File: src/rtl/node_info_ctrl.sv
// Node information controller: tracks clustering role, hop count, timeslot and low-energy status.
// Optional build macro NODE_INFO_LOWE_FILT_EN adds a consecutive-sample hysteresis filter on low_e.
module node_info_ctrl #(
    parameter int unsigned       WORD_W   = 16,
    parameter logic [WORD_W-1:0] NODE_ID  = 16'h000C,
    parameter int unsigned       LOWE_CNT = 4
) (
    input  logic              clk,
    input  logic              rst,
    input  logic              en,
    input  logic [2:0]        pkt_type,
    input  logic [WORD_W-1:0] dest_id,
    input  logic [WORD_W-1:0] hops,
    input  logic [WORD_W-1:0] timeslot,
    input  logic [WORD_W-1:0] e_threshold,
    input  logic [WORD_W-1:0] energy,
    input  logic              energy_vld,
    input  logic [WORD_W-1:0] q_in,
    input  logic              q_vld,
    output logic [WORD_W-1:0] my_node_id,
    output logic [WORD_W-1:0] hops_from_sink,
    output logic [WORD_W-1:0] my_q,
    output logic [WORD_W-1:0] my_timeslot,
    output logic [WORD_W-1:0] e_thresh,
    output logic              role,
    output logic              low_e,
    output logic [2:0]        state,
    output logic              recluster_pend
);

    typedef enum logic [2:0] {
        StIdle   = 3'd0,
        StSetup  = 3'd1,
        StCh     = 3'd2,
        StMember = 3'd3,
        StComm   = 3'd4
    } state_e;

    localparam logic [2:0] PktHb   = 3'b000;
    localparam logic [2:0] PktChe  = 3'b001;
    localparam logic [2:0] PktChi  = 3'b100;
    localparam logic [2:0] PktData = 3'b101;
    localparam logic [2:0] PktSos  = 3'b110;

    state_e            state_q, state_d;
    logic [WORD_W-1:0] hops_q, hops_d;
    logic [WORD_W-1:0] thr_q, thr_d;
    logic [WORD_W-1:0] ts_q, ts_d;
    logic [WORD_W-1:0] q_q, q_d;
    logic              role_q, role_d;
    logic              pend_q, pend_d;
    logic              low_q, low_d;

    logic is_hb, is_che, is_chi, is_data, is_sos;
    logic hb_accept, sample_low;

    // CHE/CHI are addressed to a node; HB/DATA/SOS are broadcast.
    assign is_hb   = en && (pkt_type == PktHb);
    assign is_che  = en && (pkt_type == PktChe) && (dest_id == NODE_ID);
    assign is_chi  = en && (pkt_type == PktChi) && (dest_id == NODE_ID);
    assign is_data = en && (pkt_type == PktData);
    assign is_sos  = en && (pkt_type == PktSos);

    always_comb begin
        hb_accept = 1'b0;
        case (state_q)
            StIdle, StComm:  hb_accept = is_hb;
            StCh, StMember:  hb_accept = is_hb && pend_q;
            default:         hb_accept = 1'b0;
        endcase
    end

    // A zero threshold can never be exceeded from below, so no sample is low then.
    assign sample_low = energy_vld && (thr_q != '0) && (energy < thr_q);

    // State register
    always_ff @(posedge clk or posedge rst) begin
        if (rst) begin
            state_q <= StIdle;
        end else begin
            state_q <= state_d;
        end
    end

    // Next-state logic
    always_comb begin
        state_d = state_q;
        case (state_q)
            StIdle, StComm: begin
                if (hb_accept) state_d = StSetup;
            end
            StSetup: begin
                if (is_che) begin
                    state_d = StCh;
                end else if (is_chi) begin
                    state_d = StMember;
                end else if (is_data) begin
                    state_d = StComm;
                end
            end
            StCh, StMember: begin
                if (hb_accept) begin
                    state_d = StSetup;
                end else if (is_data) begin
                    state_d = StComm;
                end
            end
            default: state_d = StIdle;
        endcase
    end

    // Datapath next-state values
    always_comb begin
        hops_d = hops_q;
        thr_d  = thr_q;
        ts_d   = ts_q;
        role_d = role_q;
        pend_d = pend_q;
        q_d    = q_vld ? q_in : q_q;

        if (hb_accept) begin
            hops_d = hops;
            thr_d  = e_threshold;
            ts_d   = '0;
            role_d = 1'b0;
            pend_d = 1'b0;
        end else if (is_sos && (state_q != StIdle)) begin
            pend_d = 1'b1;
        end

        if (state_q == StSetup) begin
            if (is_hb && (hops < hops_q)) begin
                hops_d = hops;
            end else if (is_che) begin
                role_d = 1'b1;
            end else if (is_chi) begin
                ts_d   = timeslot;
                role_d = 1'b0;
            end else if (is_data) begin
                ts_d   = '0;
                role_d = 1'b0;
            end
        end
    end

`ifdef NODE_INFO_LOWE_FILT_EN
    localparam int unsigned CntW = $clog2(LOWE_CNT + 1);

    logic [CntW-1:0] cnt_q, cnt_d;
    logic [CntW-1:0] cnt_inc;

    assign cnt_inc = cnt_q + 1'b1;

    // Flip low_e only after LOWE_CNT consecutive disagreeing samples.
    always_comb begin
        cnt_d = cnt_q;
        low_d = low_q;
        if (energy_vld) begin
            if (sample_low != low_q) begin
                if (cnt_inc == CntW'(LOWE_CNT)) begin
                    low_d = ~low_q;
                    cnt_d = '0;
                end else begin
                    cnt_d = cnt_inc;
                end
            end else begin
                cnt_d = '0;
            end
        end
    end

    always_ff @(posedge clk or posedge rst) begin
        if (rst) begin
            cnt_q <= '0;
        end else begin
            cnt_q <= cnt_d;
        end
    end
`else
    always_comb begin
        low_d = energy_vld ? sample_low : low_q;
    end
`endif

    always_ff @(posedge clk or posedge rst) begin
        if (rst) begin
            hops_q <= '0;
            thr_q  <= '0;
            ts_q   <= '0;
            q_q    <= '0;
            role_q <= 1'b0;
            pend_q <= 1'b0;
            low_q  <= 1'b0;
        end else begin
            hops_q <= hops_d;
            thr_q  <= thr_d;
            ts_q   <= ts_d;
            q_q    <= q_d;
            role_q <= role_d;
            pend_q <= pend_d;
            low_q  <= low_d;
        end
    end

    assign my_node_id     = NODE_ID;
    assign hops_from_sink = hops_q;
    assign my_q           = q_q;
    assign my_timeslot    = ts_q;
    assign e_thresh       = thr_q;
    assign role           = role_q;
    assign low_e          = low_q;
    assign state          = state_q;
    assign recluster_pend = pend_q;

endmodule

File: config.mk
export PLATFORM = sky130hd
export DESIGN_NAME = node_info_ctrl
export DESIGN_NICKNAME = d
export VERILOG_FILES = /design/src/rtl/node_info_ctrl.sv
export SDC_FILE = /design/constraint.sdc
export NUM_CORES = 1
export LEC_CHECK = 0
export BUFFER_PORTS_ARGS = -buffer_cell sky130_fd_sc_hd__clkbuf_2
export CORE_MARGIN = 3
export CORE_UTILIZATION = 47
export CTS_CLUSTER_DIAMETER = 50
export DETAILED_ROUTE_END_ITERATION = 12
export PLACE_DENSITY = 0.93
export SETUP_SLACK_MARGIN = 0.3
export SYNTH_ARGS = -nofsm -noshare
export SYNTH_HDL_FRONTEND = slang
export SYNTH_SLANG_ARGS = --single-unit
export TNS_END_PERCENT = 20
File: constraint.sdc
create_clock -name clk -period 2.9 [get_ports clk]
set_input_delay 0.145 -clock clk [delete_from_list [all_inputs] [get_ports clk]]
set_output_delay 0.145 -clock clk [all_outputs]
set_load 0.05 [all_outputs]
==> After elaboration in Yosys (flattened, before gate mapping) <==
Index checks and enable logic that the tools add are counted.
Widths: inputs -> output; s select.
{ "op_classes": {"n_lt_le_gt_ge": 2, "n_eq_ne": 10, "n_mux": 24, "n_reduce_logical": 19} }
{ "ops": {"columns": ["op", "n"], "rows": [
  ["$mux 16", 9],
  ["$lt 16x16->1", 2],
  ["$eq 16x4->1 const B", 1],
  ["$reduce_bool 16->1", 1],
  ["$mux 3", 5],
  ["$eq 3x3->1 const B", 4],
  ["$logic_and 1x1->1", 12],
  ["$pmux 3 s3", 1],
  ["$mux 1", 8],
  ["$eq 3x1->1 const B", 2],
  ["$eq 3x2->1 const B", 2],
  ["$logic_not 3->1", 2],
  ["$reduce_or 2->1", 2],
  ["$reduce_bool 3->1", 1],
  ["$ne 2x2->1 const B", 1],
  ["$pmux 1 s2", 1],
  ["$reduce_bool 2->1", 1]
]} }
{ "totals": {"ff_bits": 70, "in_bits": 104, "output_inout_bits": 86, "word_cells": 63} }

==> Logic depth before layout (Yosys ltp) <==
Gate-level depths: netlist of run 1.
{ "depth": {"word_depth": 10, "mapped_depth": 8, "mapped_depth_nobuf": 7} }

==> Least setup slack after synthesis of run 1 <==
Ideal clock, no wire load.
{ "synth_timing": {"kind": "register -> register", "from": "register hops_q[11] (netlist: hops_from_sink[11])", "to": "register hops_q[4] (netlist: hops_from_sink[4])", "setup_time_ns": 0.154, "arrival_time_ns": 2.300, "required_ns": 2.746, "path_slack_ns": 0.446, "path_stages_with_launch": 9, "path_buffers": 1, "synth_period_minus_slack_ns": 2.454, "cell_sequence": "dfrtp_1 inv_1 ha_1 a21oi_1 o21ai_0 a21o_1 nor2_1 clkbuf_1 o221ai_1"} }
{ "synth_between": {"elab_chain_len": 4} }
{ "synth_rtl": {"columns": ["element", "line", "text"], "rows": [
  ["start: declaration", "46", "logic [WORD_W-1:0] hops_q, hops_d;"],
  ["start signal: assignment", "195", "hops_q <= hops_d;"],
  ["$lt 16x16->1", "132", "if (is_hb && (hops < hops_q)) begin"],
  ["$logic_and 1x1->1", "132", null],
  ["$mux 16", "132", null],
  ["$mux 16", "131", "if (state_q == StSetup) begin"],
  ["net hops_d[4]", "46", null]
]} }
The timed path passes the listed nets, and every way through them passes these cells.
A chain may end at the register's enable or synchronous reset.

==> Final worst setup path of run 1 <==
{ "layout_timing": {"from": "register state_q[2] (netlist: state[2])", "to": "register hops_q[14] (netlist: hops_from_sink[14])"} }
{ "layout_between": {"elab_chain_len": 6, "word_cells_on_any_way": 11, "cone_classes": "eq/ne (4); mux (4); reduce/logical (3)"} }
{ "layout_rtl": {"columns": ["element", "line", "text"], "rows": [
  ["start: declaration", "45", "state_e state_q, state_d;"],
  ["start signal: assignment", "79", "state_q <= StIdle;"],
  ["start signal: assignment", "81", "state_q <= state_d;"],
  ["$eq 3x2->1, or another cell as far along", "66", "case (state_q)"],
  ["$reduce_or 2->1", "66", null],
  ["$pmux 1 s2", "66", null],
  ["$mux 16", "121", "if (hb_accept) begin"],
  ["$mux 16", "132", null],
  ["$mux 16 *", "131", null],
  ["net hops_d[14]", "46", null]
]} }
The timed path passes the listed nets; every way through them passes the cells marked *.

==> summary.txt, run 1 <==
Run status
  – Outcome: completed

Hold path
  – Worst Hold Path Cells: 3
  – Hold Startpoint: e_threshold[2]
  – Hold Path Class: in -> reg

Setup path
  – CP Class: reg -> reg
  – Worst EP arrival: ~2600 ps
  – Critical path origin: state[2]
  – WP data required: 3100 ps
  – Critical path's largest stage delay: about 540 ps
  – Worst Path Max Fanout: 16
  – Worst setup SP type: flop
  – Worst reg2reg startpoint: state[2]
  – R2R depth: 5
  – Crit-path cells: or3b_2, or3_4, o21a_1, a22oi_1, o221ai_2
  – Crit. End Element: flop
  – Crit path max-delay cell type: or3b_2

Floorplan
  – Die Height: between 90 and 100 um
  – Core Region: 7970 sq um
  – Initial core utilization: 50.1%
  – I/O Pins: 190
  – Width of the die: 98.2 um
  – Standard-cell rows: 32
  – Die area: 9640 sq um

Yosys
  – Synth warnings: 0
  – Synth Register Bits: 70
  – Post-synth ARST share: 100%
  – Mapped cell area: 4000 sq um
  – Synth top area cells: dfrtp_1 (44%), ha_1 (9.4%), mux2_2 (4.5%)
  – Avg Cell Area, Syn: between 10 and 15 sq um
  – Most common flop cell mapped by yosys: dfrtp_1
  – Register area share after synthesis: 43.8%
  – Post-synth EDFFs: 0
  – Count leader, synth: dfrtp_1
  – Area leader, netlist: dfrtp_1
  – Post-synthesis cell count: 392
  – Top-area cell type share of the netlist area: 43.8%
  – Top cells by count, synth: dfrtp_1 (70), inv_1 (47), ha_1 (30), nand2_1 (24), o21ai_0 (23)
  – Library cells used by synthesis: 47

Global route
  – Total track usage: 22.4%
  – Largest net degree at the start of global routing: 36
  – Initial antenna violation count: 0
  – Global-route wire length before repair: 17700 um
  – Vias in the first global route: about 3800
  – Grt ovf: 0

Timing
  – Worst Tran Pin Value: 713 ps
  – Fin crit period: 2360 ps
  – Max-slew violation count: 0
  – Setup TNS: 0 ps
  – Final cycle utilization of the critical path: 81.2%
  – Final count of negative-setup-slack endpoints: 0
  – Max Fclk: 0.425 GHz
  – RSZ-0062 raised after global routing: false
  – Worst hold slack: 13.7 ps
  – Worst Skew: 6.31 ps
  – Rel. slew slack: around 52%
  – Endpoints failing hold: 0

Clocking
  – Number of buffers created by CTS: 9
  – Postcts setup bufs: 0
  – CTS tree: yes
  – Clock transition at the registers of the reported paths: 80 ps
  – CTS root buffer: clkbuf_8
  – CTS max path bufs: 2
  – CTS sink cnt: 70
  – CTS H-Tree Depth: 3
  – Worst-Skew Late Latency: 340 ps

Route
  – First-iteration detailed-routing DRC count: roughly 190
  – DR pass1 iterations: 6
  – Drc violations: 0
  – Via count: 3722
  – Drt via density: 5.54
  – Routed Wire Length: roughly 11000 um
  – Final ANT Viol Nets: 0
  – Drt wl/cell: approximately 16 um

Finish
  – Layout Nets: 700
  – P&R area growth vs syn: 27.7%
  – # diodes: 0
  – Layout cells sized above 1: ~40%

Placed design
  – Placer Congestion: 0.905
  – Port Buffer Count: 173
  – Detailed-placement wirelength estimate: 8420 um

Power and ir drop
  – Clock power share: 16.0%
  – Pwr dens: 923 nW/um^2
  – Combinational group share of total power: 52.2%
  – Flop pwr share: 31.8%
  – Cell Int Power: 0.00233 W
  – Sw Share: 50.5%
  – Max VDD drop: 0.513 mV
  – Switching pwr: 0.00238 W
  – Static leakage: roughly 2.7 nW

Job
  – Max-cap violations: 0
[worst max-delay path, delay by kind of cell (launching register included)]
kind	cells	cell delay, ps
AOI/OAI and AO/OA	3	820
and+or+nand+nor	2	920
DFF	1	460
[path summary, 6_finish.rpt]
check                                           to  slack [ps]
worst max-delay path            hops_from_sink[14]         540
worst min-delay path                   e_thresh[2]          10
worst max register to register  hops_from_sink[14]         540
worst min register to register                role         500
max in group asynchronous             e_thresh[11]        1550
min in group asynchronous           my_timeslot[8]         480
[registers in the layout, indices dropped and copies added, names as in the netlist]
name,flops
e_thresh,16
hops_from_sink,16
my_q,16
my_timeslot,16
state,3
low_e,1
recluster_pend,1
role,1
[metal layers]
| metal | GRT usage [%] | up-vias | wire, um |
|---|---|---|---|
| met4 | 9.98 | 0 | 302 |
| met2 | 39.9 | 199 | 5500 |
| met1 | 26.2 | 1762 | 4010 |
| li1 | - | 1736 | - |
| met3 | 4.14 | 25 | 838 |
| met5 | 0 | - | 0 |
[through the flow]
step           area [sq um]  total power (W)  util [%]  std cells  setup slack [ps]
2_1_floorplan          4050          0.00332         -        406               446
3_3_place_gp           4890          0.00386      61.4        655               498
3_5_place_dp           4890          0.00396      61.4        655               376
4_1_cts                5100          0.00473      64.0        672               358
5_1_grt                5100          0.00502      64.1        672               423
6_report               5100          0.00471      64.1        672               545
[cell type report]
cell class                 count  area [sq um]
tap                          102           128
multi-input combinational    257          1930
sequential                    70          1750
timing repair buffer         181           931
inverter                      47           176
fill                         639          2860
clock buffer                   9           124
clock inverter                 6          63.8
[cell usage in the layout, fill, tap and decap left out, drive strengths merged, types with 4 or more instances in the layout]
cell    instances
dfrtp          70
nand4           6
nand3          18
conb           16
clkbuf        182
o221ai         16
inv            47
a21o            4
nand2          24
o21ai          23
mux2           16
nand2b          4
nor4            7
buf             6
a22o           16
a211oi          4
ha             30
nor2           13
a21oi          10
a22oi          16
[power groups by stage]
stage | combinational, W | clock (W) | sequential, W
finish | 0.00246 | 0.000755 | 0.00150
global route | 0.00267 | 0.000819 | 0.00153
CTS | 0.00246 | 0.000775 | 0.00150
detailed placement | 0.00245 | 0 | 0.00151
global placement | 0.00237 | 0 | 0.00149
floorplan | 0.000947 | 0 | 0.00237
[repair_timing]
item,CTS,global route
setup endpoints to repair,0,16
hold endpoints to repair,34,0
hold buffers,2,0
resized for setup,0,1
[cell families (layout without fill, tap and decap cells)]
| kind of cell | after synthesis | after routing | share of synthesized area (%) |
|---|---|---|---|
| xor+xnor | 1 | 1 | 0.219 |
| other cells | 2 | 16 | 0.188 |
| mux | 16 | 16 | 4.51 |
| flops | 70 | 70 | 43.8 |
| fa+ha+maj | 30 | 30 | 9.40 |
| buf+inv | 79 | 243 | 9.33 |
| simple gates | 95 | 95 | 13.1 |
| compound gates | 99 | 99 | 19.4 |
No activity file was read; power rests on OpenSTA's default activity.
==> run 2, diff against run 1 <==
--- a/config.mk
+++ b/config.mk
@@ -5,6 +5,7 @@
 export SDC_FILE = /design/constraint.sdc
 export NUM_CORES = 1
 export LEC_CHECK = 0
+export ABC_AREA = 1
 export BUFFER_PORTS_ARGS = -buffer_cell sky130_fd_sc_hd__clkbuf_2
 export CORE_MARGIN = 3
 export CORE_UTILIZATION = 47
==> constraint.sdc (replaced) <==
create_clock -name clk -period 2.4 [get_ports clk]
set_input_delay 0.12 -clock clk [delete_from_list [all_inputs] [get_ports clk]]
set_output_delay 0.12 -clock clk [all_outputs]
set_load 0.05 [all_outputs]
==> summary.txt, run 2 <==
Clocking
  – Clock transition at the registers of the reported paths: 80 ps (about the same)
  – Worst-Skew Late Latency: 330 ps (was 340 ps)
  – CTS root buffer: clkbuf_8 (unchanged)
  – Number of buffers created by CTS: 9 (unchanged)
  – CTS H-Tree Depth: 3 (unchanged)
  – CTS sink cnt: 70 (unchanged)
  – CTS tree: yes (unchanged)
  – CTS max path bufs: 2 (unchanged)
  – Postcts setup bufs: 0 (unchanged)

Yosys
  – Post-synth ARST share: 100% (unchanged)
  – Register area share after synthesis: 44.9% (was 43.8%)
  – Area leader, netlist: dfrtp_1 (unchanged)
  – Avg Cell Area, Syn: 8.69 sq um (was 10.2 sq um)
  – Simple-Gate Fraction of Synth Area: 24.1% (was 13.1%)
  – XOR/XNOR share of the synthesized area: 0% (was 0.219%)
  – Post-synthesis cell count: 449 (was 392)
  – Count leader, synth: nand2_1 (was dfrtp_1)
  – Synth Register Bits: 70 (unchanged)
  – Post-synthesis mux area share: 4.62% (was 4.51%)
  – Synth warnings: 0 (unchanged)
  – Most common flop cell mapped by yosys: dfrtp_1 (unchanged)
  – Top cells by count, synth: nand2_1 (117), dfrtp_1 (70), inv_1 (52), nand3_1 (40), ha_1 (30) (was dfrtp_1 (70), inv_1 (47), ha_1 (30), nand2_1 (24), o21ai_0 (23))
  – Post-synth EDFFs: 0 (unchanged)
  – Synth Area in Compound Gates: 6.16% (was 19.4%)
  – Post-Synth Adder-Cell Area: 9.62% (was 9.40%)
  – Main combinational cell family by area after synthesis: simple AND/OR/NAND/NOR gates (was compound AO/OA/AOI/OAI gates)
  – Library cells used by synthesis: 27 (was 47)
  – Top-area cell type share of the netlist area: 44.9% (was 43.8%)
  – Mapped cell area: 3900 sq um (was 4000 sq um)
  – Synth top area cells: dfrtp_1 (45%), nand2_1 (11%), ha_1 (9.6%) (was dfrtp_1 (44%), ha_1 (9.4%), mux2_2 (4.5%))

Floorplan
  – Die Height: 97.1 um (was 98.2 um)
  – Initial core utilization: 49.5% (was 50.1%)
  – Core Region: 7890 sq um (was 7970 sq um)
  – Die area: 9430 sq um (was 9640 sq um)
  – I/O Pins: 190 (unchanged)
  – Width of the die: 97.1 um (was 98.2 um)
  – Standard-cell rows: 32 (unchanged)

Job
  – Max-cap violations: 0 (unchanged)

Timing
  – Max-slew violation count: 0 (unchanged)
  – RSZ-0062 raised after global routing: false (unchanged)
  – Final cycle utilization of the critical path: 82.8% (was 81.2%)
  – Final count of negative-setup-slack endpoints: 0 (unchanged)
  – Max Fclk: 0.504 GHz (was 0.425 GHz)
  – Rel. slew slack: 56.4% (was 52.4%)
  – Setup TNS: 0 ps (unchanged)
  – Final WS setup: 414 ps (was 545 ps)
  – Worst Tran Pin Value: 653 ps (was 713 ps)
  – Worst hold slack: 14.5 ps (was 13.7 ps)
  – Endpoints failing hold: 0 (unchanged)
  – Fin crit period: 1990 ps (was 2360 ps)
  – Worst Skew: 13.7 ps (was 6.31 ps)

Setup path
  – Worst EP arrival: 2250 ps (was 2550 ps)
  – CP most frequent cell: nand2_1
  – Worst Path Max Fanout: 17 (was 16)
  – WP data required: 2660 ps (was 3100 ps)
  – Critical path's largest stage delay: 380 ps (was 540 ps)
  – Crit path max-delay cell type: dfrtp_1 (was or3b_2)
  – Worst setup SP type: flop (unchanged)
  – CP delay by family, top: simple AND/OR/NAND/NOR gates (unchanged)
  – Crit-path cells: inv_1, ha_1, nand2_1, inv_1, o21ai_0, a21oi_2, nor2_4, nand3_4, nand2_8, nand2_1, nand2_1 (was or3b_2, or3_4, o21a_1, a22oi_1, o221ai_2)
  – WP buf/inv: 2 (was 0)
  – Crit. End Element: flop (unchanged)
  – CP Class: reg -> reg (unchanged)

Route
  – Routed Wire Length: 11700 um (was 10600 um)
  – DR pass1 iterations: 5 (was 6)
  – Drt wl/cell: 15.5 um (was 15.8 um)
  – Drc violations: 0 (unchanged)
  – Final ANT Viol Nets: 0 (unchanged)
  – Drt via density: 5.15 (was 5.54)
  – First-iteration detailed-routing DRC count: 172 (was 185)
  – Via count: 3900 (was 3722)

Placed design
  – Worst slack, placed: 380 ps (was 376 ps)
  – Detailed-placement wirelength estimate: 8280 um (was 8420 um)
  – Placer Congestion: 0.844 (was 0.905)
  – Placed Cells: 712 (was 655)
  – Port Buffer Count: 173 (unchanged)

Global route
  – Total track usage: 25.2% (was 22.4%)
  – Largest net degree at the start of global routing: 41 (was 36)
  – Global-route wire length before repair: 19400 um (was 17700 um)
  – Vias in the first global route: 4128 (was 3825)
  – Grt ovf: 0 (unchanged)
  – Initial antenna violation count: 0 (unchanged)

Finish
  – # diodes: 0 (unchanged)
  – Fillcell total: 599 (was 639)
  – Layout cells sized above 1: 35.1% (was 39.8%)
  – Layout Utilization: 66.8% (was 64.1%)
  – P&R area growth vs syn: 35.0% (was 27.7%)
  – Layout Nets: 785 (was 700)
  – Most frequent cells in the layout: clkbuf_2 (173), nand2_1 (117), dfrtp_1 (70) (was clkbuf_2 (173), dfrtp_1 (70), inv_1 (46))
  – Finished Layout Cells: 758 (was 672)
  – Most common cell after layout, fill and taps aside: clkbuf_2 (unchanged)

Hold path
  – Hold Path Class: in -> reg (unchanged)

Power and ir drop
  – Static leakage: 2.97 nW (was 2.66 nW)
  – Max VDD drop: 0.810 mV (was 0.513 mV)
  – Pwr dens: 1010 nW/um^2 (was 923 nW/um^2)

Run status
  – Outcome: completed (unchanged)
[run 2: what timing repair did]
item,in CTS,in global routing
hold endpoints to repair,59,0
hold buffers,30,0
gates resized for setup,0,2
endpoints found under the setup margin,0,14
[run 2: cell families after synthesis]
family | after synthesis
simple gates | 205
buf+inv | 81
flops | 70
compound gates | 45
fa+ha+maj | 30
mux | 16
other cells | 2
[run 2: per-stage QoR]
stage	area, sq um	power (W)
after CTS	5250	0.00530
final	5270	0.00533
after floorplan	3950	0.00369
after detailed placement	4770	0.00438
after global routing	5270	0.00566
after global placement	4770	0.00426
[run 2: cell type report]
type / count / area, sq um / share of cell area (%)
Multi-Input combinational cell: 312 / 1810 / 34.4
Clock buffer: 10 / 138 / 2.61
Sequential cell: 70 / 1750 / 33.3
Clock inverter: 6 / 43.8 / 0.832
Inverter: 52 / 195 / 3.71
Tap cell: 102 / 128 / 2.42
Timing Repair Buffer: 206 / 1200 / 22.8
[run 2: metal layers]
metal | vias to the layer above | GRT usage [%] | wire, um
met4 | 0 | 12.0 | 414
met5 | - | 0 | 0
li1 | 1822 | - | -
met3 | 40 | 8.47 | 1110
met1 | 1817 | 26.5 | 4240
met2 | 221 | 45.2 | 5970
[run 2: path summary, 6_finish.rpt]
kind                                         from                  to  slack [ps]  depth (start not counted)
worst min register to register              low_e               low_e         510                          2
worst max register to register  hops_from_sink[9]  hops_from_sink[15]         410                         11
worst max-delay path            hops_from_sink[9]  hops_from_sink[15]         410                         11
max in group asynchronous                     rst  hops_from_sink[14]        1320                          4
worst min-delay path              e_threshold[14]        e_thresh[14]          10                          3
min in group asynchronous                     rst             my_q[8]         420                          3
[run 2: power breakdown]
group	switching (W)	internal, W	leakage (nW)
clock	0.000467	0.000409	0.0930
combinational	0.00201	0.000719	1.99
sequential	0.000248	0.00148	0.887
[run 2: worst min-delay path: stages]
cell and delay [ps]:
clkbuf_2 80, nand2_1 50, o21ai_0 60
